`src/rtl/dpbuf_fifo.sv`:
```
// Single-clock FIFO: block-RAM storage, registered read data, registered status flags.
// Optional sticky overflow/underflow flags are enabled by defining DPBUF_FIFO_ERR_FLAGS_EN.
module dpbuf_fifo #(
   parameter int unsigned ADDR_WDTH  = 4,
   parameter int unsigned DATA_WDTH  = 8,
   parameter int unsigned AFULL_THR  = (2 ** ADDR_WDTH) - 2,
   parameter int unsigned AEMPTY_THR = 2
) (
   input  logic                 clk,
   input  logic                 sync_reset_n,
   input  logic                 wr_en,
   input  logic [DATA_WDTH-1:0] wr_din,
   input  logic                 rd_en,
   output logic [DATA_WDTH-1:0] rd_dout,
   output logic                 rd_dout_val,
   output logic                 full,
   output logic                 empty,
   output logic                 afull,
   output logic                 aempty,
   output logic [ADDR_WDTH:0]   fill_cnt,
   input  logic                 err_clr,
   output logic                 ovf,
   output logic                 udf
);

   localparam int unsigned          DEPTH     = 2 ** ADDR_WDTH;
   localparam logic [ADDR_WDTH:0]   DEPTH_C   = DEPTH[ADDR_WDTH:0];
   localparam logic [ADDR_WDTH:0]   AFULL_C   = AFULL_THR[ADDR_WDTH:0];
   localparam logic [ADDR_WDTH:0]   AEMPTY_C  = AEMPTY_THR[ADDR_WDTH:0];
   localparam logic [ADDR_WDTH-1:0] PTR_ONE   = 1;
   localparam logic [ADDR_WDTH:0]   CNT_ONE   = 1;

   (* ram_style = "block" *) logic [DATA_WDTH-1:0] mem_q [DEPTH];

   logic [ADDR_WDTH-1:0] wr_ptr_q, wr_ptr_d;
   logic [ADDR_WDTH-1:0] rd_ptr_q, rd_ptr_d;
   logic [ADDR_WDTH:0]   cnt_q, cnt_d;
   logic                 full_q, full_d;
   logic                 empty_q, empty_d;
   logic                 afull_q, afull_d;
   logic                 aempty_q, aempty_d;
   logic                 rd_val_q, rd_val_d;
   logic [DATA_WDTH-1:0] rd_dout_q;
   logic                 ovf_q, ovf_d;
   logic                 udf_q, udf_d;
   logic                 wr_acc, rd_acc;

   // Acceptance uses the registered flags, so full+rd+wr drains only and
   // empty+rd+wr fills only: no write-through or fall-through paths.
   assign wr_acc = wr_en & ~full_q;
   assign rd_acc = rd_en & ~empty_q;

   always_comb begin
      wr_ptr_d = wr_ptr_q;
      rd_ptr_d = rd_ptr_q;
      cnt_d    = cnt_q;
      if (wr_acc) begin
         wr_ptr_d = wr_ptr_q + PTR_ONE;
      end
      if (rd_acc) begin
         rd_ptr_d = rd_ptr_q + PTR_ONE;
      end
      case ({wr_acc, rd_acc})
         2'b10:   cnt_d = cnt_q + CNT_ONE;
         2'b01:   cnt_d = cnt_q - CNT_ONE;
         default: cnt_d = cnt_q;
      endcase
      full_d   = (cnt_d == DEPTH_C);
      empty_d  = (cnt_d == '0);
      afull_d  = (cnt_d >= AFULL_C);
      aempty_d = (cnt_d <= AEMPTY_C);
      rd_val_d = rd_acc;
   end

`ifdef DPBUF_FIFO_ERR_FLAGS_EN
   always_comb begin
      ovf_d = ovf_q | (wr_en & full_q);
      udf_d = udf_q | (rd_en & empty_q);
      if (err_clr) begin
         ovf_d = 1'b0;
         udf_d = 1'b0;
      end
   end
`else
   logic unused_err_clr;
   assign unused_err_clr = err_clr;

   always_comb begin
      ovf_d = 1'b0;
      udf_d = 1'b0;
   end
`endif

   always_ff @(posedge clk) begin
      if (!sync_reset_n) begin
         wr_ptr_q <= '0;
         rd_ptr_q <= '0;
         cnt_q    <= '0;
         full_q   <= 1'b0;
         empty_q  <= 1'b1;
         afull_q  <= 1'b0;
         aempty_q <= 1'b1;
         rd_val_q <= 1'b0;
         ovf_q    <= 1'b0;
         udf_q    <= 1'b0;
      end else begin
         wr_ptr_q <= wr_ptr_d;
         rd_ptr_q <= rd_ptr_d;
         cnt_q    <= cnt_d;
         full_q   <= full_d;
         empty_q  <= empty_d;
         afull_q  <= afull_d;
         aempty_q <= aempty_d;
         rd_val_q <= rd_val_d;
         ovf_q    <= ovf_d;
         udf_q    <= udf_d;
      end
   end

   // Storage has no reset; writes are still suppressed while reset is asserted.
   always_ff @(posedge clk) begin
      if (sync_reset_n && wr_acc) begin
         mem_q[wr_ptr_q] <= wr_din;
      end
   end

   always_ff @(posedge clk) begin
      if (!sync_reset_n) begin
         rd_dout_q <= '0;
      end else if (rd_acc) begin
         rd_dout_q <= mem_q[rd_ptr_q];
      end
   end

   assign rd_dout     = rd_dout_q;
   assign rd_dout_val = rd_val_q;
   assign full        = full_q;
   assign empty       = empty_q;
   assign afull       = afull_q;
   assign aempty      = aempty_q;
   assign fill_cnt    = cnt_q;
   assign ovf         = ovf_q;
   assign udf         = udf_q;

endmodule

```
`config.mk`:
```
export PLATFORM = sky130hd
export DESIGN_NAME = dpbuf_fifo
export DESIGN_NICKNAME = d
export VERILOG_FILES = /design/src/rtl/dpbuf_fifo.sv
export SDC_FILE = /design/constraint.sdc
export NUM_CORES = 1
export LEC_CHECK = 0
export ABC_CLOCK_PERIOD_IN_PS = 4600
export CORE_ASPECT_RATIO = 0.75
export CORE_UTILIZATION = 35
export DETAILED_ROUTE_END_ITERATION = 10
export MAX_ROUTING_LAYER = met4
export PLACE_DENSITY = 0.54
export SYNTH_ARGS = -nofsm -noshare
export SYNTH_HDL_FRONTEND = slang
export SYNTH_SLANG_ARGS = --single-unit
```
`constraint.sdc`:
```
create_clock -name clk -period 4.6 [get_ports clk]
set_input_delay 1.15 -clock clk [delete_from_list [all_inputs] [get_ports clk]]
set_output_delay 1.15 -clock clk [all_outputs]
set_load 0.005 [all_outputs]
```
==> flow_metrics.tcl, run 1 <==
set metrics [dict create \
    status "finished clean" \
    cp_max_fo 13 \
    design_area_um2 7220 \
    cts_max_path_buffers 2 \
    yosysTopAreaCellShare_pct 62.6 \
    port_buffers 29 \
    worstSetupPathDepth 11 \
    ctsHoldBuffers 0 \
    finalWirelength_mm 12.9 \
    fin_tns_setup_ns 0 \
    numCtsBuffers 17 \
    grt_pass1_wl_mm 19.8 \
    initial_core_util_pct 36.1 \
    leakagePower_nw 2.29 \
    cp.arrival_ns 3.70 \
    final_nets 409 \
    cts_tree "built" \
    synth_edf_count 128 \
    async_flop_share_pct 0 \
    place_ws_ns 0.801 \
    synth_cell_types 47 \
    period_share_pct 73.3 \
    hold_viol 0 \
    crit_family "simple AND/OR/NAND/NOR gates" \
    peakVddDrop_mv 0.229 \
    rsz0062_at_grt "no" \
    cts.htree.levels 4 \
    clock_latency_ns 0.42 \
    drive_above_1_share_pct 17.4 \
    via_per_inst 4.94 \
    hpwl_mm 8.55 \
    synthFlopType "edfxtp_1" \
    powerDensity_nw_per_um2 445 \
    cp-start-kind "input pin" \
    cts_resized 0 \
    vias 3152 \
    cp.buffers_inverters 2 \
    path_cells "clkdlybuf4s50_1 -> nand2b_4 -> clkinv_1 -> nand2_1 -> xnor2_1 -> ha_1 -> a21oi_1 -> a21boi_0 -> o31ai_1 -> nand3_1 -> nor4b_1" \
    clock.fmax_mhz 297 \
    comb_power_share_pct 9.2 \
    synth-seq-area-share_pct 71.1 \
    syn-cell-area_um2 6140 \
    drt_first_iter_violations 221 \
    first_pass_iters 4 \
    clk_pin_slew_ns 0.07 \
    antenna_cells 0 \
    drv_cap 0 \
    setup_slack_ns 1.23 \
    yosysWarnings 0 \
    skew_ns 0.0104 \
    cts_setup_buffers 0 \
    grt_max_degree 21 \
    maxSlewHeadroom_pct 27.1 \
    avgSynthCellArea_um2 17.6 \
    setup_viol 0 \
    netlist.top_cell.by_area "edfxtp_1" \
    boundaryPins 33 \
    die_y_um 117 \
    grt_pass1_vias 3209 \
    postPlaceCellArea_um2 6660 \
    overflow 0 \
    drv_slew 0 \
    rows 41 \
    antenna_found_initial 0 \
    cts_root_buf "clkbuf_16" \
    seq_power_share_pct 49.3 \
    drcViolationCount 0 \
    hold_depth 2 \
    power_switching_mw 0.722 \
    end_kind "flop" \
    antenna_left 0 \
    wl_per_cell_um 20.2 \
    die_x_um 155 \
    max_stage_delay_ns 0.44 \
    cts_num_sinks 154 \
    required_ns 4.93 \
    area_growth_pct 17.7 \
    p_sw_share_pct 22.5 \
    place_congestion 0.750 \
    hold_class "reg2reg" \
    p_clk_share_pct 41.5 \
    synthTopCellsByCount "edfxtp_1 (128), mux4_2 (28), nor2_1 (28), dfxtp_1 (26), nand2_1 (14)" \
    yosys_register_bits 154 \
    tightest_slew_ns 1.09 \
    p_int_mw 2.49 \
    grt_usage_pct 16.2 \
    cp_slowest_cell "clkdlybuf4s50_1" \
    synth_top_cells_by_area "edfxtp_1 (63%), mux4_2 (10%), dfxtp_1 (8.5%)" \
    reg2reg_depth 5 \
    yosysMostFrequentCell "edfxtp_1" \
    synthCells 349 \
    min_period_ns 3.37 \
    core_area_um2 17000 \
    crit_type "in2reg" \
    die-area_um2 18100 \
]
-- worst reg2reg max path, delay by kind of cell (launching register included) --
| kind | cells | cell delay (ns) |
|---|---|---|
| AO/OA/AOI/OAI | 3 | 0.67 |
| buffers and inverters | 1 | 0.44 |
| flip-flops | 1 | 0.79 |
| multiplexers | 1 | 0.56 |
-- metrics by stage --
stage	util, %	cells	power, mW	hold slack, ns
after CTS	42.5	638	3.24	0.467
after global routing	42.5	638	3.33	0.492
after floorplan	-	350	1.81	0.457
final	42.5	638	3.21	0.464
after global placement	39.2	606	1.90	0.453
after detailed placement	39.2	606	1.91	0.458
-- final timing paths --
| kind | from | end | slack (ns) |
|---|---|---|---|
| worst max register to register | rd_ptr_q[0]$_SDFFE_PN0P_ | rd_dout[2]$_SDFFE_PN0P_ | 2.02 |
| worst min-delay path | rd_dout[0]$_SDFFE_PN0P_ | rd_dout[0]$_SDFFE_PN0P_ | 0.46 |
| worst min register to register | rd_dout[0]$_SDFFE_PN0P_ | rd_dout[0]$_SDFFE_PN0P_ | 0.46 |
| worst max-delay path | rd_en | full$_SDFF_PN0_ | 1.23 |
-- flip-flops by register name, indices dropped and copies added (netlist names) --
register / count
afull: 1
rd_ptr_q: 4
mem_q: 128
empty: 1
wr_ptr_q: 4
fill_cnt: 5
full: 1
rd_dout: 8
aempty: 1
rd_dout_val: 1
-- logic make-up after synthesis --
group / count (synthesis) / synth area share [%]
flip-flops: 154 / 71.1
AND/OR/NAND/NOR: 73 / 5.71
AO/OA/AOI/OAI: 45 / 5.36
multiplexers: 33 / 12.2
buffers and inverters: 27 / 2.88
XOR/XNOR: 9 / 1.28
adder cells (fa/ha/maj): 7 / 1.43
other: 1 / 0.0611
-- power by group through the flow --
stage / sequential (mW) / clock [mW] / combinational [mW]
global route: 1.59 / 1.42 / 0.321
CTS: 1.59 / 1.36 / 0.297
floorplan: 1.59 / 0 / 0.217
finish: 1.58 / 1.33 / 0.295
global placement: 1.61 / 0 / 0.290
detailed placement: 1.62 / 0 / 0.296
-- cell type report --
cell class              count  area, um^2
fillers                  1509        9760
flip-flops and latches    154        4370
clock inverters            12         126
multi-input cells         169        1600
clock buffers              20         437
repair buffers             40         373
inverters                   7        26.3
well taps                 236         295
-- layout by cell type (no fill, tap or decap), drive strengths merged, types with 3 or more instances in the layout --
cell type and n:
a21oi 6, xnor2 5, a221oi 8, o211ai 3
dfxtp 26, clkinv 5, clkinvlp 6, buf 11
clkbuf 20, nand2 14, edfxtp 128, nand3 11
nand2b 4, o21ai 10, mux4 32, a22o 8
nor2 28, clkdlybuf4s50 29, and2 3, xor2 4
ha 7, inv 6
-- metal layers --
| layer | up-vias | global-route usage [%] | wire length [um] |
|---|---|---|---|
| li1 | 1456 | - | - |
| met1 | 1630 | 21.9 | 6390 |
| met2 | 51 | 23.6 | 5870 |
| met3 | 15 | 4.34 | 493 |
| met4 | 0 | 5.48 | 159 |
| met5 | - | - | 0 |
Power figures use the tool's default switching activity.
==> inputs of run 2 (changes only) <==
--- a/config.mk
+++ b/config.mk
@@ -5,12 +5,12 @@
 export SDC_FILE = /design/constraint.sdc
 export NUM_CORES = 1
 export LEC_CHECK = 0
-export ABC_CLOCK_PERIOD_IN_PS = 4600
+export ABC_CLOCK_PERIOD_IN_PS = 2900
 export CORE_ASPECT_RATIO = 0.75
 export CORE_UTILIZATION = 35
 export DETAILED_ROUTE_END_ITERATION = 10
 export MAX_ROUTING_LAYER = met4
-export PLACE_DENSITY = 0.54
+export PLACE_DENSITY = 0.56
 export SYNTH_ARGS = -nofsm -noshare
 export SYNTH_HDL_FRONTEND = slang
 export SYNTH_SLANG_ARGS = --single-unit
==> constraint.sdc (replaced) <==
create_clock -name clk -period 2.9 [get_ports clk]
set_input_delay 0.725 -clock clk [delete_from_list [all_inputs] [get_ports clk]]
set_output_delay 0.725 -clock clk [all_outputs]
set_load 0.005 [all_outputs]
==> flow_metrics.tcl, run 2 (synthesis gave the netlist of run 1 again) <==
set metrics [dict create \
    drv_cap 0 \
    initial_core_util_pct 36.1 \
    seq_power_share_pct 48.0 \
    fin_util_pct 43.8 \
    power_switching_mw 1.24 \
    cp.arrival_ns 2.96 \
    powerDensity_nw_per_um2 698 \
    skew_ns 0.0144 \
    cts_max_path_buffers 2 \
    crit_type "in2reg" \
    grt_pass1_wl_mm 19.6 \
    die_x_um 155 \
    vias 3285 \
    hold_depth 2 \
    comb_power_share_pct 10.0 \
    required_ns 3.20 \
    grt_max_degree 36 \
    rsz0062_at_grt "no" \
    ctsHoldBuffers 0 \
    place_congestion 0.767 \
    multi_input_area_um2 1600 \
    seqCellArea_um2 4370 \
    final_common_cell "edfxtp_1" \
    first_pass_iters 4 \
    clock.fmax_mhz 377 \
    finalWirelength_mm 13.0 \
    die_y_um 117 \
    cts_tree "built" \
    setup_slack_ns 0.246 \
    drive_above_1_share_pct 22.7 \
    nFillCells 1470 \
    cp-start-kind "input pin" \
    grt_pass1_vias 3305 \
    rows 41 \
    cp.buffers_inverters 2 \
    cts_resized 0 \
    period_share_pct 91.5 \
    regMostFlops "mem_q" \
    cts.htree.levels 4 \
    reg2reg_depth 10 \
    hold_viol 0 \
    cts_root_buf "clkbuf_16" \
    cts_setup_buffers 0 \
    cts_num_sinks 154 \
    final_nets 430 \
    core_area_um2 17000 \
    hpwl_mm 8.60 \
    hold_class "reg2reg" \
    drv_slew 0 \
    clock_latency_ns 0.42 \
    clk_pin_slew_ns 0.07 \
    antenna_found_initial 0 \
    numCtsBuffers 17 \
    wl_per_cell_um 19.7 \
    p_total_mw 5.19 \
    port_buffers 29 \
    cp_slowest_cell "clkdlybuf4s50_1" \
    antenna_cells 0 \
    boundaryPins 33 \
    mostFrequentLayoutCells "edfxtp_1 (128), buf_4 (30), clkdlybuf4s50_1 (29), nor2_1 (28), mux4_2 (28)" \
    die-area_um2 18100 \
    cp_max_fo 4 \
    place_ws_ns -0.151 \
    min_period_ns 2.65 \
    grt_usage_pct 16.0 \
    leakagePower_nw 2.45 \
    tightest_slew_ns 0.794 \
    drt_first_iter_violations 222 \
    maxSlewHeadroom_pct 46.9 \
    status "finished clean" \
    largest_reg_flops 128 \
    peakVddDrop_mv 0.376 \
    p_clk_share_pct 42.0 \
    antenna_left 0 \
    p_int_mw 3.95 \
    crit_family "compound AO/OA/AOI/OAI gates" \
    via_per_inst 4.98 \
    drcViolationCount 0 \
    overflow 0 \
    max_stage_delay_ns 0.45 \
    worstSetupPathDepth 11 \
    end_kind "flop" \
    path_cells "clkdlybuf4s50_1 -> nor2b_1 -> inv_2 -> nand2_1 -> xnor2_1 -> ha_1 -> o211ai_1 -> o221ai_1 -> o211ai_1 -> xnor2_1 -> o41ai_1" \
    setup_viol 0 \
    area_growth_pct 21.2 \
    p_sw_share_pct 23.9 \
]
==> run 2: metal layers <==
metal	track usage, %	part of all wire [%]
met5	-	0
met4	4.36	0.46
met3	4.04	5.3
met2	23.8	46
met1	21.9	48
==> run 2: final cells by class <==
type | instances | share of cell area, %
flip-flops and latches | 154 | 58.7
well taps | 236 | 3.97
repair buffers | 61 | 7.47
clock buffers | 19 | 6.40
clock inverters | 13 | 1.58
inverters | 7 | 0.353
multi-input cells | 169 | 21.5
==> run 2: path summary, 6_finish.rpt <==
check | start | to | slack, ns
setup reg to reg | empty$_SDFF_PN1_ | aempty$_SDFF_PN1_ | 0.66
setup / recovery | wr_en | aempty$_SDFF_PN1_ | 0.25
hold reg to reg | rd_dout[2]$_SDFFE_PN0P_ | rd_dout[2]$_SDFFE_PN0P_ | 0.47
hold / removal | rd_dout[2]$_SDFFE_PN0P_ | rd_dout[2]$_SDFFE_PN0P_ | 0.47
==> run 2: stage by stage <==
stage | area [um^2] | cells | hold slack, ns | TNS, ns
floorplan | 6140 | 350 | 0.457 | 0
global placement | 6840 | 627 | 0.451 | -0.426
detailed placement | 6840 | 627 | 0.458 | -0.657
CTS | 7430 | 659 | 0.472 | 0
global route | 7430 | 659 | 0.498 | 0
finish | 7430 | 659 | 0.469 | 0
==> run 2: worst reg2reg max path: cells and delay by family (launching register included) <==
family | cells | cell delay (ns)
AOI/OAI and AO/OA | 4 | 0.89
DFF | 1 | 0.33
xor gates and xnor gates | 2 | 0.31
and+or+nand+nor | 2 | 0.24
adders and majority gates | 1 | 0.24
buffers and inverters | 1 | 0.12
==> run 2: power by group through the flow <==
stage | combinational, mW | sequential (mW) | clock (mW)
after global routing | 0.569 | 2.50 | 2.32
final | 0.521 | 2.49 | 2.18
after floorplan | 0.345 | 2.52 | 0
after CTS | 0.529 | 2.49 | 2.22
after detailed placement | 0.528 | 2.54 | 0
after global placement | 0.519 | 2.54 | 0
==> variant 1 (config.mk and constraints of run 2) <==
Reset style: asynchronous (`sync_reset_n`), changed in 2 clocked blocks.
--- a/src/rtl/dpbuf_fifo.sv
+++ b/src/rtl/dpbuf_fifo.sv
@@ -91,7 +91,7 @@
    end
 `endif
 
-   always_ff @(posedge clk) begin
+   always_ff @(posedge clk or negedge sync_reset_n) begin
       if (!sync_reset_n) begin
          wr_ptr_q <= '0;
          rd_ptr_q <= '0;
@@ -124,7 +124,7 @@
       end
    end
 
-   always_ff @(posedge clk) begin
+   always_ff @(posedge clk or negedge sync_reset_n) begin
       if (!sync_reset_n) begin
          rd_dout_q <= '0;
       end else if (rd_acc) begin
Formal check against the unedited RTL: differs if sync_reset_n is asserted again (counterexample within 4 cycles, from zero or initial values and one cycle with sync_reset_n low); with sync_reset_n held inactive, the same outputs for 10 cycles.
==> variant 1 against run 2 <==
Setup slack lost 0.14 ns. First-iteration DRC count shrank 18%. Wire length shrank 2.1%. Synthesized area grew 1.5%. Sequential cell count is the same. Via count shrank 5.3%. Design area grew 2.6%. Synthesized cell count shrank 6.9%. Non-clock buffer count grew 7.
Power is not compared: it rests on default switching activity, and its combinational part moved more than twofold at a synthesized area within 25%.
==> variant 1: results (changes against run 2) <==
cells_and_area:
  n_fill_cell: 1495  # was 1470
  largest_register_ff_count: 128  # unchanged
  drive_gt1_share_pct: 28.1  # was 22.7%
  final_nets: 417  # was 430
min_path:
  hold_end: "rd_ptr_q[3]$_DFFE_PN0P_"  # was rd_dout[2]$_SDFFE_PN0P_
  min_from: "rd_ptr_q[3]$_DFFE_PN0P_"  # was rd_dout[2]$_SDFFE_PN0P_
  worstHoldPathType: "reg -> reg"  # unchanged
  whs_path_depth: 1  # was 2
worst_setup_path:
  crit_path_end: "aempty$_DFF_PN1_"  # was aempty$_SDFF_PN1_
  crit_path_start: "rd_en"  # was wr_en
  r2r_start: "empty$_DFF_PN1_"  # was empty$_SDFF_PN1_
  cp_max_fo: 5  # was 4
  regToRegSetupSlack_ns: 0.47  # was 0.66 ns
  cp.arrival_ns: 3.12  # was 2.96 ns
global_routing:
  grtUsageTotal_pct: 15.6  # was 16.0%
  grt_pass1_wl_um: 19600  # about the same
  busiest_layer: "met1"  # was met2
  grt_pass1_vias: 3295  # was 3305
  use_met2_pct: 21.6  # was 23.8%
  grt_max_degree: 35  # was 36
  grt_util_met1_pct: 21.9  # about the same
detailed_routing:
  via_count: 3110  # was 3285
  wl_per_cell_um: 19.7  # about the same
  drt-initial-drc-count: 181  # was 222
sta:
  finalClockSkew_ns: 0.00949  # was 0.0144 ns
  min_period_ns: 2.79  # was 2.65 ns
  tightestPinTransition_ns: 0.836  # was 0.794 ns
synth:
  ys_seq_area_share_pct: 72.2  # was 71.1%
  async_flop_share_pct: 16.9  # was 0%
  syn_inst: 325  # was 349
  ys_types: 39  # was 47
  synth_area_leaders: "edfxtp_1 (62%), dfrtp_1 (9.6%), mux4_2 (6.5%)"  # was edfxtp_1 (63%), mux4_2 (10%), dfxtp_1 (8.5%)
clocking:
  clk_path_buf_depth: 2  # unchanged
status:
  status: "completed"  # unchanged
## variant 1: changes by cell type after synthesis, moves of 9 or more
cell             run 2  this run
nor2b_1              2        11
nand3_1             11         2
dfxtp_1             26         0
mux2_2               0        11
mux4_1               4        14
mux4_2              28        18
a211oi_1             0         9
dfrtp_1              0        24
## variant 1: layer usage
layer | vias up | wire length, um | share of wire, %
li1 | 1432 | - | -
met1 | 1616 | 6430 | 51
met2 | 50 | 5630 | 44
met3 | 12 | 483 | 3.8
met4 | 0 | 139 | 1.1
met5 | - | 0 | 0
## variant 1: power by group through the flow
| stage | logic [mW] | clock network (mW) | registers [mW] |
|---|---|---|---|
| after floorplan | 1.51 | 0 | 2.88 |
| after global placement | 2.06 | 0 | 3.04 |
| after detailed placement | 2.11 | 0 | 3.05 |
| after CTS | 2.12 | 2.18 | 3.01 |
| after global routing | 2.39 | 2.28 | 3.05 |
| final | 2.20 | 2.15 | 3.00 |
## variant 1: per-stage QoR
step | utilization, % | std cells | hold slack, ns | worst slack [ns] | area, um^2
after floorplan | - | 326 | 0.429 | 0.0191 | 6250
after global placement | 40.8 | 612 | 0.494 | -0.325 | 6990
after detailed placement | 40.8 | 612 | 0.496 | -0.399 | 6990
after CTS | 44.2 | 644 | 0.508 | 0.0252 | 7570
after global routing | 44.5 | 645 | 0.546 | -0.0460 | 7630
final | 44.5 | 645 | 0.506 | 0.107 | 7630
## variant 1: what timing repair did
action | CTS | global route
resized for setup | 0 | 8
endpoints found under the setup margin | 0 | 4
buffers inserted | 0 | 1
## variant 1: cell families after synthesis
kind of cell               count (synthesis)  share of synthesized area, %
xor gates and xnor gates                  12                          1.93
buffers and inverters                     23                          2.25
adders and majority gates                  8                          1.61
DFF                                      154                          72.2
AOI/OAI and AO/OA                         27                          3.09
and+or+nand+nor                           57                          4.50
other                                      1                        0.0602
muxes                                     43                          14.4
## variant 1: layout make-up
| cell class | count | share of cell area [%] |
|---|---|---|
| well taps | 236 | 3.87 |
| clock inverters | 10 | 1.15 |
| multi-input cells | 149 | 21.6 |
| repair buffers | 68 | 7.64 |
| flip-flops and latches | 154 | 59.0 |
| clock buffers | 22 | 6.49 |
| inverters | 6 | 0.295 |
## variant 1: worst max-delay path: stages
cell and delay (ns):
clkdlybuf4s50_1 0.45, nor2b_1 0.19, ha_2 0.22, xor2_1 0.15, ha_2 0.21, mux2_2 0.33
o21ai_1 0.16, nand3_2 0.16, xnor2_4 0.20, buf_4 0.15, a2111oi_4 0.18
==> variant 2 (settings of run 2) <==
Without the edit above. The parameter `DATA_WDTH` goes from 8 to 10.
--- a/src/rtl/dpbuf_fifo.sv
+++ b/src/rtl/dpbuf_fifo.sv
@@ -2,7 +2,7 @@
 // Optional sticky overflow/underflow flags are enabled by defining DPBUF_FIFO_ERR_FLAGS_EN.
 module dpbuf_fifo #(
    parameter int unsigned ADDR_WDTH  = 4,
-   parameter int unsigned DATA_WDTH  = 8,
+   parameter int unsigned DATA_WDTH  = 10,
    parameter int unsigned AFULL_THR  = (2 ** ADDR_WDTH) - 2,
    parameter int unsigned AEMPTY_THR = 2
 ) (
Ports: changed (resized rd_dout and wr_din); port bits go from 33 to 37. No check against the original RTL was run, so the function may have changed too.
==> variant 2 against run 2 <==
Synthesized area grew 22%. Combinational power rose by 13%. Design area up 18%. Synthesized cell count rose by 15%. Power is 11% higher. Setup slack worse by 0.00063 ns. Wire length is 21% higher. First-iteration DRC count is 59% higher. Sequential cell count up 34. Final cell count increased by 16%.
==> variant 2: results (changes against run 2) <==
status:
  status: "completed"  # unchanged
global_routing:
  grt_use_met3_pct: 2.86  # was 4.04%
  use_met2_pct: 22.7  # was 23.8%
  grt_max_degree: 44  # was 36
power:
  pwr-share-seq_pct: 52.7  # was 48.0%
  switchingPower_mw: 1.30  # was 1.24 mW
  internal_power_mw: 4.46  # was 3.95 mW
worst_setup_path:
  cp.arrival_ns: 2.95  # was 2.96 ns
  ff2ff_path_depth: 5  # was 10
  r2r-end: "rd_dout[5]$_SDFFE_PN0P_"  # was aempty$_SDFF_PN1_
min_path:
  min_from: "rd_dout[8]$_SDFFE_PN0P_"  # was rd_dout[2]$_SDFFE_PN0P_
placed_design:
  gp_congestion: 0.802  # was 0.767
  place_hpwl_um: 10300  # was 8600 um
  place_area_mm2: 0.00826  # was 0.00684 mm^2
  numPlacedInstances: 733  # was 627
synth:
  yosys-top-cells-count: "edfxtp_1 (160), dfxtp_1 (28), nor2_1 (28)"  # was edfxtp_1 (128), mux4_2 (28), nor2_1 (28)
  synth_area_leaders: "edfxtp_1 (64%), mux4_2 (7.5%), dfxtp_1 (7.5%)"  # was edfxtp_1 (63%), mux4_2 (10%), dfxtp_1 (8.5%)
  synth_edf_count: 160  # was 128
detailed_routing:
  route.met3.wl_um: 830  # was 683 um
  met2_length_um: 7130  # was 5940 um
  drt-initial-drc-count: 354  # was 222
  via_count: 3907  # was 3285
  drt_first_pass_iters: 5  # was 4
cells_and_area:
  drive_gt1_share_pct: 19.7  # was 22.7%
  n_fill_cell: 1790  # was 1470
sta:
  tightestPinTransition_ns: 0.655  # was 0.794 ns
  holdWs_ns: 0.462  # was 0.469 ns
## variant 2: cell count changes in the layout (fill, tap and decap cells not counted), sizes merged, moves of 4 or more
cell           delta
mux4              +8
clkdlybuf4s50     +4
inv               -9
buf               +6
clkinv            +4
edfxtp           +32
## variant 2: cell families (layout without fill, tap and decap cells)
group	count (synthesis)	in the layout	share of synthesized area, %
DFF	188	188	71.8
and+or+nand+nor	75	75	4.84
AOI/OAI and AO/OA	51	51	5.09
muxes	41	41	12.9
buffers and inverters	30	110	3.02
xor gates and xnor gates	9	9	1.06
adders and majority gates	7	7	1.17
other	1	2	0.0502
## variant 2: what timing repair did
action	4_1_cts	5_1_grt
setup endpoints to repair	0	2
resized for setup	0	2
hold buffers	0	0
## variant 2: cell type report
type	count	area, um^2	area share (%)
clock buffer	21	440	5.00
inverter	7	26.3	0.299
timing repair buffer	71	628	7.14
multi-input combinational	185	1890	21.5
tap	282	353	4.01
sequential	188	5370	61.0
clock inverter	11	96.3	1.09
## variant 2: worst max-delay path by stage
stage                       end  slack, ns  depth (start not counted)   from
2_1_floorplan  empty$_SDFF_PN1_       0.42                         10  rd_en
3_3_place_gp   empty$_SDFF_PN1_      -0.14                         11  wr_en
3_5_place_dp   empty$_SDFF_PN1_      -0.23                         11  wr_en
4_1_cts        empty$_SDFF_PN1_       0.22                         11  wr_en
5_1_grt        empty$_SDFF_PN1_       0.04                         11  wr_en
6_report       empty$_SDFF_PN1_       0.24                         11  wr_en
## variant 2: critical path, cell delays in order
cell,delay [ns]
clkdlybuf4s50_1,0.44
nor2b_1,0.18
clkinv_1,0.10
nand2_1,0.10
xnor2_1,0.12
ha_1,0.24
a21oi_1,0.07
a21boi_1,0.18
or4_1,0.54
nand3_1,0.16
o31ai_1,0.09
